### src/rtl/mem_dbus_if.sv
// rtl/mem_dbus_if.sv - req/ack data bus between the MEM stage and data memory
interface mem_dbus_if;
    logic        stb;
    logic        we;
    logic [31:0] addr;
    logic [3:0]  sel;
    logic [31:0] wdata;
    logic        ack;
    logic        err;
    logic [31:0] rdata;

    modport master (
        output stb, we, addr, sel, wdata,
        input  ack, err, rdata
    );

    modport slave (
        input  stb, we, addr, sel, wdata,
        output ack, err, rdata
    );
endinterface

### src/rtl/mem_dbus.sv
// rtl/mem_dbus.sv - MEM pipeline stage with stalling big-endian load/store bus master
module mem_dbus #(
    parameter int TIMEOUT = 255
) (
    input  logic        clk,
    input  logic        rst,
    input  logic        ex_wreg,
    input  logic [4:0]  ex_waddr,
    input  logic [31:0] ex_wdata,
    input  logic [7:0]  ex_aluop,
    input  logic [31:0] ex_mem_addr,
    input  logic [31:0] ex_reg2,
    input  logic        flush,
    output logic        mem_wreg,
    output logic [4:0]  mem_waddr,
    output logic [31:0] mem_wdata,
    output logic        mem_align_err,
    output logic        mem_bus_err,
    output logic        stallreq,
    mem_dbus_if.master  dbus
);
    localparam logic [7:0] EXE_LB_OP  = 8'b1110_0000;
    localparam logic [7:0] EXE_LBU_OP = 8'b1110_0100;
    localparam logic [7:0] EXE_LH_OP  = 8'b1110_0001;
    localparam logic [7:0] EXE_LHU_OP = 8'b1110_0101;
    localparam logic [7:0] EXE_LW_OP  = 8'b1110_0011;
    localparam logic [7:0] EXE_SB_OP  = 8'b1110_1000;
    localparam logic [7:0] EXE_SH_OP  = 8'b1110_1001;
    localparam logic [7:0] EXE_SW_OP  = 8'b1110_1011;
    localparam logic [4:0]  NOP_REG_ADDR = 5'd0;
    localparam logic [31:0] ZERO_WORD    = 32'd0;

    localparam int TW = (TIMEOUT > 1) ? $clog2(TIMEOUT + 1) : 1;
    localparam logic [TW-1:0] TLAST = TW'((TIMEOUT > 0) ? TIMEOUT - 1 : 0);

    typedef enum logic [1:0] {IDLE, BUSY, DONE} state_t;

    state_t        state, state_nxt;
    logic          stb_q, we_q;
    logic [31:0]   addr_q, wdata_q, rdata_q;
    logic [3:0]    sel_q;
    logic [7:0]    op_q;
    logic [1:0]    lane_q;
    logic          load_q, err_q, flush_q;
    logic [TW-1:0] tcnt;

    logic          is_load, is_store, misaligned;
    logic [3:0]    sel_req;
    logic [31:0]   wdata_req;
    logic          start, timeout_hit;
    logic [7:0]    byte_v;
    logic [15:0]   half_v;
    logic [31:0]   load_data;

    assign dbus.stb   = stb_q;
    assign dbus.we    = we_q;
    assign dbus.addr  = addr_q;
    assign dbus.sel   = sel_q;
    assign dbus.wdata = wdata_q;

    always_comb begin
        is_load    = 1'b0;
        is_store   = 1'b0;
        misaligned = 1'b0;
        sel_req    = 4'b1111;
        wdata_req  = ex_reg2;
        case (ex_aluop)
            EXE_LB_OP, EXE_LBU_OP: is_load = 1'b1;
            EXE_LH_OP, EXE_LHU_OP: begin
                is_load    = 1'b1;
                misaligned = ex_mem_addr[0];
            end
            EXE_LW_OP: begin
                is_load    = 1'b1;
                misaligned = |ex_mem_addr[1:0];
            end
            EXE_SB_OP: begin
                is_store  = 1'b1;
                sel_req   = 4'b1000 >> ex_mem_addr[1:0];
                wdata_req = {4{ex_reg2[7:0]}};
            end
            EXE_SH_OP: begin
                is_store   = 1'b1;
                misaligned = ex_mem_addr[0];
                sel_req    = ex_mem_addr[1] ? 4'b0011 : 4'b1100;
                wdata_req  = {2{ex_reg2[15:0]}};
            end
            EXE_SW_OP: begin
                is_store   = 1'b1;
                misaligned = |ex_mem_addr[1:0];
            end
            default: ;
        endcase
    end

    // Big-endian lanes: byte address 0 lives in rdata[31:24].
    always_comb begin
        case (lane_q)
            2'd0:    byte_v = rdata_q[31:24];
            2'd1:    byte_v = rdata_q[23:16];
            2'd2:    byte_v = rdata_q[15:8];
            default: byte_v = rdata_q[7:0];
        endcase
        half_v = lane_q[1] ? rdata_q[15:0] : rdata_q[31:16];
        case (op_q)
            EXE_LB_OP:  load_data = {{24{byte_v[7]}}, byte_v};
            EXE_LBU_OP: load_data = {24'd0, byte_v};
            EXE_LH_OP:  load_data = {{16{half_v[15]}}, half_v};
            EXE_LHU_OP: load_data = {16'd0, half_v};
            default:    load_data = rdata_q;
        endcase
    end

    assign timeout_hit = (TIMEOUT != 0) && (tcnt == TLAST);

    always_comb begin
        state_nxt     = state;
        start         = 1'b0;
        stallreq      = 1'b0;
        mem_wreg      = 1'b0;
        mem_waddr     = ex_waddr;
        mem_wdata     = ex_wdata;
        mem_align_err = 1'b0;
        mem_bus_err   = 1'b0;
        if (rst) begin
            mem_waddr = NOP_REG_ADDR;
            mem_wdata = ZERO_WORD;
        end else begin
            case (state)
                IDLE: begin
                    if (is_load || is_store) begin
                        if (flush) begin
                            state_nxt = IDLE;
                        end else if (misaligned) begin
                            mem_align_err = 1'b1;
                        end else begin
                            stallreq  = 1'b1;
                            start     = 1'b1;
                            state_nxt = BUSY;
                        end
                    end else begin
                        mem_wreg = ex_wreg & ~flush;
                    end
                end
                BUSY: begin
                    stallreq = 1'b1;
                    if (dbus.err || dbus.ack || timeout_hit)
                        state_nxt = DONE;
                end
                DONE: begin
                    state_nxt = IDLE;
                    // A flushed instruction is silently dropped, even if its bus cycle failed.
                    if (flush_q || flush) begin
                        mem_wreg = 1'b0;
                    end else if (err_q) begin
                        mem_bus_err = 1'b1;
                    end else begin
                        mem_wreg = ex_wreg;
                        if (load_q)
                            mem_wdata = load_data;
                    end
                end
                default: state_nxt = IDLE;
            endcase
        end
    end

    always_ff @(posedge clk) begin
        if (rst) begin
            state   <= IDLE;
            stb_q   <= 1'b0;
            we_q    <= 1'b0;
            addr_q  <= 32'd0;
            sel_q   <= 4'd0;
            wdata_q <= 32'd0;
            rdata_q <= 32'd0;
            op_q    <= 8'd0;
            lane_q  <= 2'd0;
            load_q  <= 1'b0;
            err_q   <= 1'b0;
            flush_q <= 1'b0;
            tcnt    <= '0;
        end else begin
            state <= state_nxt;
            case (state)
                IDLE: begin
                    if (start) begin
                        stb_q   <= 1'b1;
                        we_q    <= is_store;
                        addr_q  <= {ex_mem_addr[31:2], 2'b00};
                        sel_q   <= sel_req;
                        wdata_q <= wdata_req;
                        op_q    <= ex_aluop;
                        lane_q  <= ex_mem_addr[1:0];
                        load_q  <= is_load;
                        err_q   <= 1'b0;
                        flush_q <= 1'b0;
                        tcnt    <= '0;
                    end
                end
                BUSY: begin
                    // The bus cycle always runs to completion; flush only suppresses writeback.
                    if (flush)
                        flush_q <= 1'b1;
                    if (dbus.err || timeout_hit) begin
                        stb_q <= 1'b0;
                        err_q <= 1'b1;
                    end else if (dbus.ack) begin
                        stb_q   <= 1'b0;
                        rdata_q <= dbus.rdata;
                    end else begin
                        tcnt <= tcnt + TW'(1);
                    end
                end
                default: ;
            endcase
        end
    end
endmodule

### src/flat_wrapper.sv
// flat-port wrapper written by rule: the top's interface ports become plain ports
module mem_dbus_flat 
#(
    parameter int TIMEOUT = 255
)
  (clk, rst, ex_wreg, ex_waddr, ex_wdata, ex_aluop, ex_mem_addr, ex_reg2, flush, mem_wreg, mem_waddr, mem_wdata, mem_align_err, mem_bus_err, stallreq, dbus_stb, dbus_we, dbus_addr, dbus_sel, dbus_wdata, dbus_ack, dbus_err, dbus_rdata);
  mem_dbus_if dbus_i ();
  input  logic clk;
  input  logic rst;
  input  logic ex_wreg;
  input  logic [4:0] ex_waddr;
  input  logic [31:0] ex_wdata;
  input  logic [7:0] ex_aluop;
  input  logic [31:0] ex_mem_addr;
  input  logic [31:0] ex_reg2;
  input  logic flush;
  output logic mem_wreg;
  output logic [4:0] mem_waddr;
  output logic [31:0] mem_wdata;
  output logic mem_align_err;
  output logic mem_bus_err;
  output logic stallreq;
  output wire logic [$bits(dbus_i.stb)-1:0] dbus_stb;
  output wire logic [$bits(dbus_i.we)-1:0] dbus_we;
  output wire logic [$bits(dbus_i.addr)-1:0] dbus_addr;
  output wire logic [$bits(dbus_i.sel)-1:0] dbus_sel;
  output wire logic [$bits(dbus_i.wdata)-1:0] dbus_wdata;
  input wire logic [$bits(dbus_i.ack)-1:0] dbus_ack;
  input wire logic [$bits(dbus_i.err)-1:0] dbus_err;
  input wire logic [$bits(dbus_i.rdata)-1:0] dbus_rdata;
  assign dbus_stb = dbus_i.stb;
  assign dbus_we = dbus_i.we;
  assign dbus_addr = dbus_i.addr;
  assign dbus_sel = dbus_i.sel;
  assign dbus_wdata = dbus_i.wdata;
  assign dbus_i.ack = dbus_ack;
  assign dbus_i.err = dbus_err;
  assign dbus_i.rdata = dbus_rdata;
  mem_dbus #(.TIMEOUT(TIMEOUT)) u_core (.clk(clk), .rst(rst), .ex_wreg(ex_wreg), .ex_waddr(ex_waddr), .ex_wdata(ex_wdata), .ex_aluop(ex_aluop), .ex_mem_addr(ex_mem_addr), .ex_reg2(ex_reg2), .flush(flush), .mem_wreg(mem_wreg), .mem_waddr(mem_waddr), .mem_wdata(mem_wdata), .mem_align_err(mem_align_err), .mem_bus_err(mem_bus_err), .stallreq(stallreq), .dbus(dbus_i));
endmodule
### config.mk
export PLATFORM = sky130hd
export DESIGN_NAME = mem_dbus_flat
export DESIGN_NICKNAME = d
export VERILOG_FILES = /design/src/rtl/mem_dbus_if.sv /design/src/rtl/mem_dbus.sv /design/src/flat_wrapper.sv
export SDC_FILE = /design/constraint.sdc
export NUM_CORES = 1
export LEC_CHECK = 0
export ABC_AREA = 0
export CAP_MARGIN = 5
export CORE_ASPECT_RATIO = 2
export CORE_MARGIN = 10
export CORE_UTILIZATION = 47
export DETAILED_ROUTE_END_ITERATION = 8
export GPL_ROUTABILITY_DRIVEN = 0
export HOLD_SLACK_MARGIN = 0.02
export PLACE_DENSITY = 0.85
export SYNTH_ARGS = -nofsm -noshare
export SYNTH_HDL_FRONTEND = slang
export SYNTH_SLANG_ARGS = --single-unit
### constraint.sdc
create_clock -name clk -period 5.5 [get_ports clk]
set_input_delay 0.55 -clock clk [delete_from_list [all_inputs] [get_ports clk]]
set_output_delay 0.55 -clock clk [all_outputs]
set_load 0.01 [all_outputs]
# Yosys cells after proc, flatten, opt, wreduce, memory -nomap -nowiden
# Cells that the tools add are included.
# totals
wordCells,118
inputBits,147
out_inout_bits,111
reg_bits,123
# op_classes
n_shift,1
addsub,1
n_bitwise,3
muxes,54
n_eq_ne,26
n_reduce_logical,20
# op_table
cell,n
$mux W32,5
$pmux W32 S4,1
$eq A8 B8 Y1 const B,13
$pmux W32 S2,1
$mux W1,27
$mux W8,3
$pmux W8 S3,1
$mux W16,1
$pmux W8 S2,1
$reduce_and A3 Y1,5
$pmux W1 S2,6
$add A8 B1 Y8 const B,1
$mux W2,4
$ne A2 B1 Y1 const B,4
$pmux W4 S2,1
$ne A2 B2 Y1 const B,3
$reduce_or A3 Y1,2
$logic_or A1 B1 Y1,5
$mux W5,1
$reduce_or A5 Y1,1
$eq A2 B1 Y1 const B,2
$eq A2 B2 Y1 const B,2
$logic_not A2 Y1,2
$mux W4,1
10 further kinds,12

# Longest topological paths before layout
# depth
word_depth,10
mapped_depth,7
mapped_depth_nobuf,6

# Worst setup path before layout
# Ideal clock, no wire load.
# synth_timing
path_kind,flip-flop to output port
start,register u_core.lane_q[1]
end,output mem_wdata[21]
arrival_time_ps,2065
stages_incl_launch_ff,7
n_path_buf,2
required_time_ps,4950
path_slack_ps,2885
path_cell_list,dfxtp_1 clkbuf_1 mux4_2 nor2b_1 o311ai_4 buf_2 o21ai_0
# synth_between
elab_chain_cells,8
word_cells_on_any_way,11
cone_classes,eq/ne: 2; mux: 8; reduce/logical: 1
# synth_rtl
item,line_no,source
"start, declared",mem_dbus.sv:43,logic [1:0] lane_q;
"start signal, assigned",mem_dbus.sv:194,lane_q <= ex_mem_addr[1:0];
"$eq A2 B2 Y1, or another cell as far along",mem_dbus.sv:98,case (lane_q)
$pmux W8 S3,mem_dbus.sv:98,
$pmux W32 S4 (*),mem_dbus.sv:105,case (op_q)
$mux W32 (*),mem_dbus.sv:159,if (load_q)
$mux W32 (*),mem_dbus.sv:155,end else if (err_q) begin
$mux W32 (*),mem_dbus.sv:153,if (flush_q || flush) begin
$mux W32 (*),mem_dbus.sv:129,case (state)
$mux W32 (*),mem_dbus.sv:125,if (rst) begin
"end, declared",flat_wrapper.sv:19,output logic [31:0] mem_wdata;
# Every way passes the cells marked *; elsewhere a longest branch is shown, timed or not.

# Worst setup path after layout
# layout_timing
start,register u_core.op_q[1]
end,output mem_wdata[16]
# layout_between
elab_chain_cells,7
word_cells_on_any_way,10
cone_classes,eq/ne: 4; mux: 6
# layout_rtl
item,line_no,source
"start, declared",mem_dbus.sv:42,logic [7:0] op_q;
"start signal, assigned",mem_dbus.sv:193,op_q <= ex_aluop;
$eq A8 B8 Y1,mem_dbus.sv:105,
$pmux W32 S4 (*),mem_dbus.sv:105,
$mux W32 (*),mem_dbus.sv:159,
$mux W32 (*),mem_dbus.sv:155,
$mux W32 (*),mem_dbus.sv:153,
$mux W32 (*),mem_dbus.sv:129,
$mux W32 (*),mem_dbus.sv:125,
# Marks and branches as above.

==> results.cfg <==
[status]
status = complete, no violations

[synth]
ys_ff_latch = 123
yosys.area_share.simple = 0.181
syn_inst = 816
post_synth_num_cell_types = 54
yosys.area_share.xor_xnor = 0.00275
synth.mux.area_fraction = 0.0739
synth_edf_count = 0
yosysSeqAreaShare = 0.387
ys_warn_count = 0
synth-compound-area-share = 0.292
synth_top_family_by_area = compound AO/OA/AOI/OAI gates
synthAdderAreaFrac = 0.00393
syn_avg_cell_area_um2 = 7.80
yosys_most_used_dff = dfxtp_1
async_flop_share = 0
syn-cell-area_um2 = 6360

[timing]
setup_violations = 0
tns_ns = 0
drv_slew = 0
rsz0062_at_grt = no
skew_ns = 0.0120
relSlewSlack = 0.261
period_share = 0.747
fmax_ghz = 0.243
min_period_ns = 4.11
final_hold_viol_count = 0
worst_pin_slew_ns = 1.10

[routing]
wl_um = 24100
vias = 7048
wl_per_cell_um = 20.2
drc = 0
postRouteAntennaNets = 0
drt_iter0_drc = 388
dr.pass1.iters = 5
viasPerCell = 5.92

[critical_path]
slowest_delay_ns = 0.76
critPathMaxFanout = 26
critPathRequiredTime_ns = 4.95
crit_start = u_core.op_q[1]
critPathLaunchType = flip-flop
crit_chain = or4b_1, or2_2, o311ai_4, o21ai_0, clkdlybuf4s50_1
crit_buf_inv = 1
cp-end-kind = output pin
r2r-start = u_core.state[0]
arrival_ns = 3.56
path_class = flip-flop to output pin
path_delay_family = simple AND/OR/NAND/NOR gates
critPathSlowestCell = or4b_1

[power]
pwr-share-clk = 0.503
intPower_mw = 1.76
comb_power_share = 0.110
powerDensity_nw_per_um2 = 243
switching_share = 0.239
seqPwrFrac = 0.387
ir_drop_mv = 0.213
total_power_mw = 2.31
p_sw_mw = 0.552
p_leak_nw = 3.12

[global_route]
grt_antenna_before_repair = 0
gr-usage-all-layers = 0.244
grt.overflow.total = 0
grt_pass1_wl_um = 36200
grt_max_degree = 80
first_global_vias = 6764

[clock_network]
htreeDepth = 4
worstSkewPairLatency_ns = 0.40
cts.sinks = 123
clkTransAtPathRegs_ns = 0.06
cts.repair.resized = 0
clockBufferDepth = 2
post_cts_buffers = 0
cts_tree = yes
hold_buffers = 0
cts_root_buf = clkbuf_16
cts_made_buffers = 17

[cells_and_area]
antenna_cells = 0
drive_gt1_frac = 0.0647
nets = 1172
area_growth_pct = 49.5

[place]
portBuffers = 255
dpl.hpwl_um = 18000

[floorplanning]
coreArea_um2 = 13400
initial_utilization = 0.476
fp.dieW_um = 102
dieArea_um2 = 18900
rows = 60
io_pins = 258
die_y_um = 185

[job]
drv_cap = 0

[worst_hold_path]
hp-class = flip-flop to flip-flop
worstHoldStart = u_core.op_q[4]
[synth_stat cells, types with 2 or more instances]
cell	number	area, um^2
mux2i_1	20	200
o211ai_1	4	30.0
o21ai_1	2	10.0
dfxtp_1	123	2460
or4_1	10	75.1
a21boi_0	2	15.0
buf_2	6	30.0
nor3_1	4	20.0
nor2b_1	12	75.1
o2111ai_1	3	26.3
a211oi_1	19	143
nor2_1	27	101
clkbuf_1	64	240
o31ai_1	10	75.1
mux2_2	8	90.1
o41ai_1	8	70.1
a31oi_1	9	56.3
a311oi_1	7	61.3
buf_1	6	22.5
nor4_1	8	50.1
o21a_1	13	97.6
or3_1	2	12.5
nand2b_1	3	18.8
inv_1	14	52.6
a221oi_1	5	43.8
buf_4	2	15.0
nand2_1	117	439
and3_1	3	18.8
nand3_1	44	220
nor4b_1	3	26.3
and4b_1	2	20.0
ha_1	2	25.0
mux4_2	8	180
nand4_1	3	18.8
a21oi_1	141	706
xor2_1	2	17.5
o21ai_0	83	415
[layout by cell type, fill, tap and decap left out, types with 4 or more instances in the layout]
| cell type | n |
|---|---|
| clkdlybuf4s50_1 | 254 |
| o21ai_0 | 83 |
| nand2_1 | 117 |
| inv_1 | 14 |
| mux4_2 | 8 |
| inv_6 | 5 |
| a211oi_1 | 19 |
| o21a_1 | 13 |
| dfxtp_1 | 123 |
| or4_1 | 10 |
| a311oi_1 | 7 |
| nor2_1 | 26 |
| a31oi_1 | 8 |
| a21oi_1 | 141 |
| nand3_1 | 44 |
| nor4_1 | 8 |
| o211ai_1 | 4 |
| o31ai_1 | 10 |
| a221oi_1 | 5 |
| mux2_2 | 8 |
| buf_4 | 12 |
| mux2i_1 | 20 |
| o41ai_1 | 8 |
| nor2b_1 | 12 |
| clkbuf_16 | 17 |
[path summary, 6_finish.rpt]
check	to	slack (ns)	depth (start not counted)
setup / recovery	mem_wdata[16]	1.39	5
hold / removal	u_core.op_q[4]	0.44	2
setup reg to reg	u_core.dbus.wdata[28]	2.98	5
hold reg to reg	u_core.op_q[4]	0.44	2
[metrics by stage]
| stage | hold WS [ns] | setup WS [ns] | area (um^2) | utilization | std cells |
|---|---|---|---|---|---|
| floorplan | 0.403 | 2.88 | 6370 | - | 817 |
| global placement | 0.418 | 1.62 | 8900 | 0.666 | 1159 |
| detailed placement | 0.427 | 1.59 | 8900 | 0.666 | 1159 |
| CTS | 0.436 | 1.37 | 9510 | 0.712 | 1191 |
| global route | 0.468 | 1.26 | 9510 | 0.712 | 1191 |
| finish | 0.435 | 1.39 | 9510 | 0.712 | 1191 |
[worst reg2reg max path, stage by stage (launching register included)]
cell	delay (ns)
dfxtp_1	0.38
or3_4	0.45
a2111o_1	0.50
buf_4	0.35
or4_1	0.61
a21oi_1	0.16
[layer usage]
| layer | wire length, um | up-vias | GRT usage |
|---|---|---|---|
| met2 | 13400 | 308 | 0.458 |
| met5 | 0 | - | 0 |
| met4 | 866 | 0 | 0.108 |
| met1 | 8060 | 3314 | 0.239 |
| met3 | 1740 | 44 | 0.0608 |
| li1 | - | 3382 | - |
[kinds of logic (layout without fill, tap and decap cells)]
kind of cell	Yosys count	in the layout
AO/OA/AOI/OAI	314	314
XOR/XNOR	2	2
adder cells (fa/ha/maj)	2	2
buffers and inverters	93	312
flip-flops	123	123
multiplexers	36	36
other	1	2
AND/OR/NAND/NOR	245	245
[power groups by stage]
stage	Sequential (mW)	Combinational [mW]	Clock, mW
floorplan	0.916	0.0869	0
global placement	0.915	0.249	0
CTS	0.896	0.254	1.18
finish	0.896	0.254	1.16
detailed placement	0.915	0.252	0
global route	0.896	0.269	1.22
[sequential cells by signal, indices dropped and copies added (netlist names)]
| signal | flops |
|---|---|
| u_core.state | 2 |
| u_core.dbus.sel | 4 |
| u_core.load_q | 1 |
| u_core.dbus.we | 1 |
| u_core.dbus.addr | 30 |
| u_core.tcnt | 8 |
| u_core.rdata_q | 32 |
| u_core.op_q | 8 |
| u_core.lane_q | 2 |
| u_core.dbus.stb | 1 |
| u_core.err_q | 1 |
| u_core.flush_q | 1 |
| u_core.dbus.wdata | 32 |
[layout make-up]
cell class                 instances  area [um^2]
clock buffer                      18          429
clock inverter                    14          185
fill                            1095         3850
inverter                          14         52.6
multi-input combinational        601         3550
sequential                       123         2460
tap                              155          194
timing repair buffer             266         2630
No activity file was read; power rests on OpenSTA's default activity.
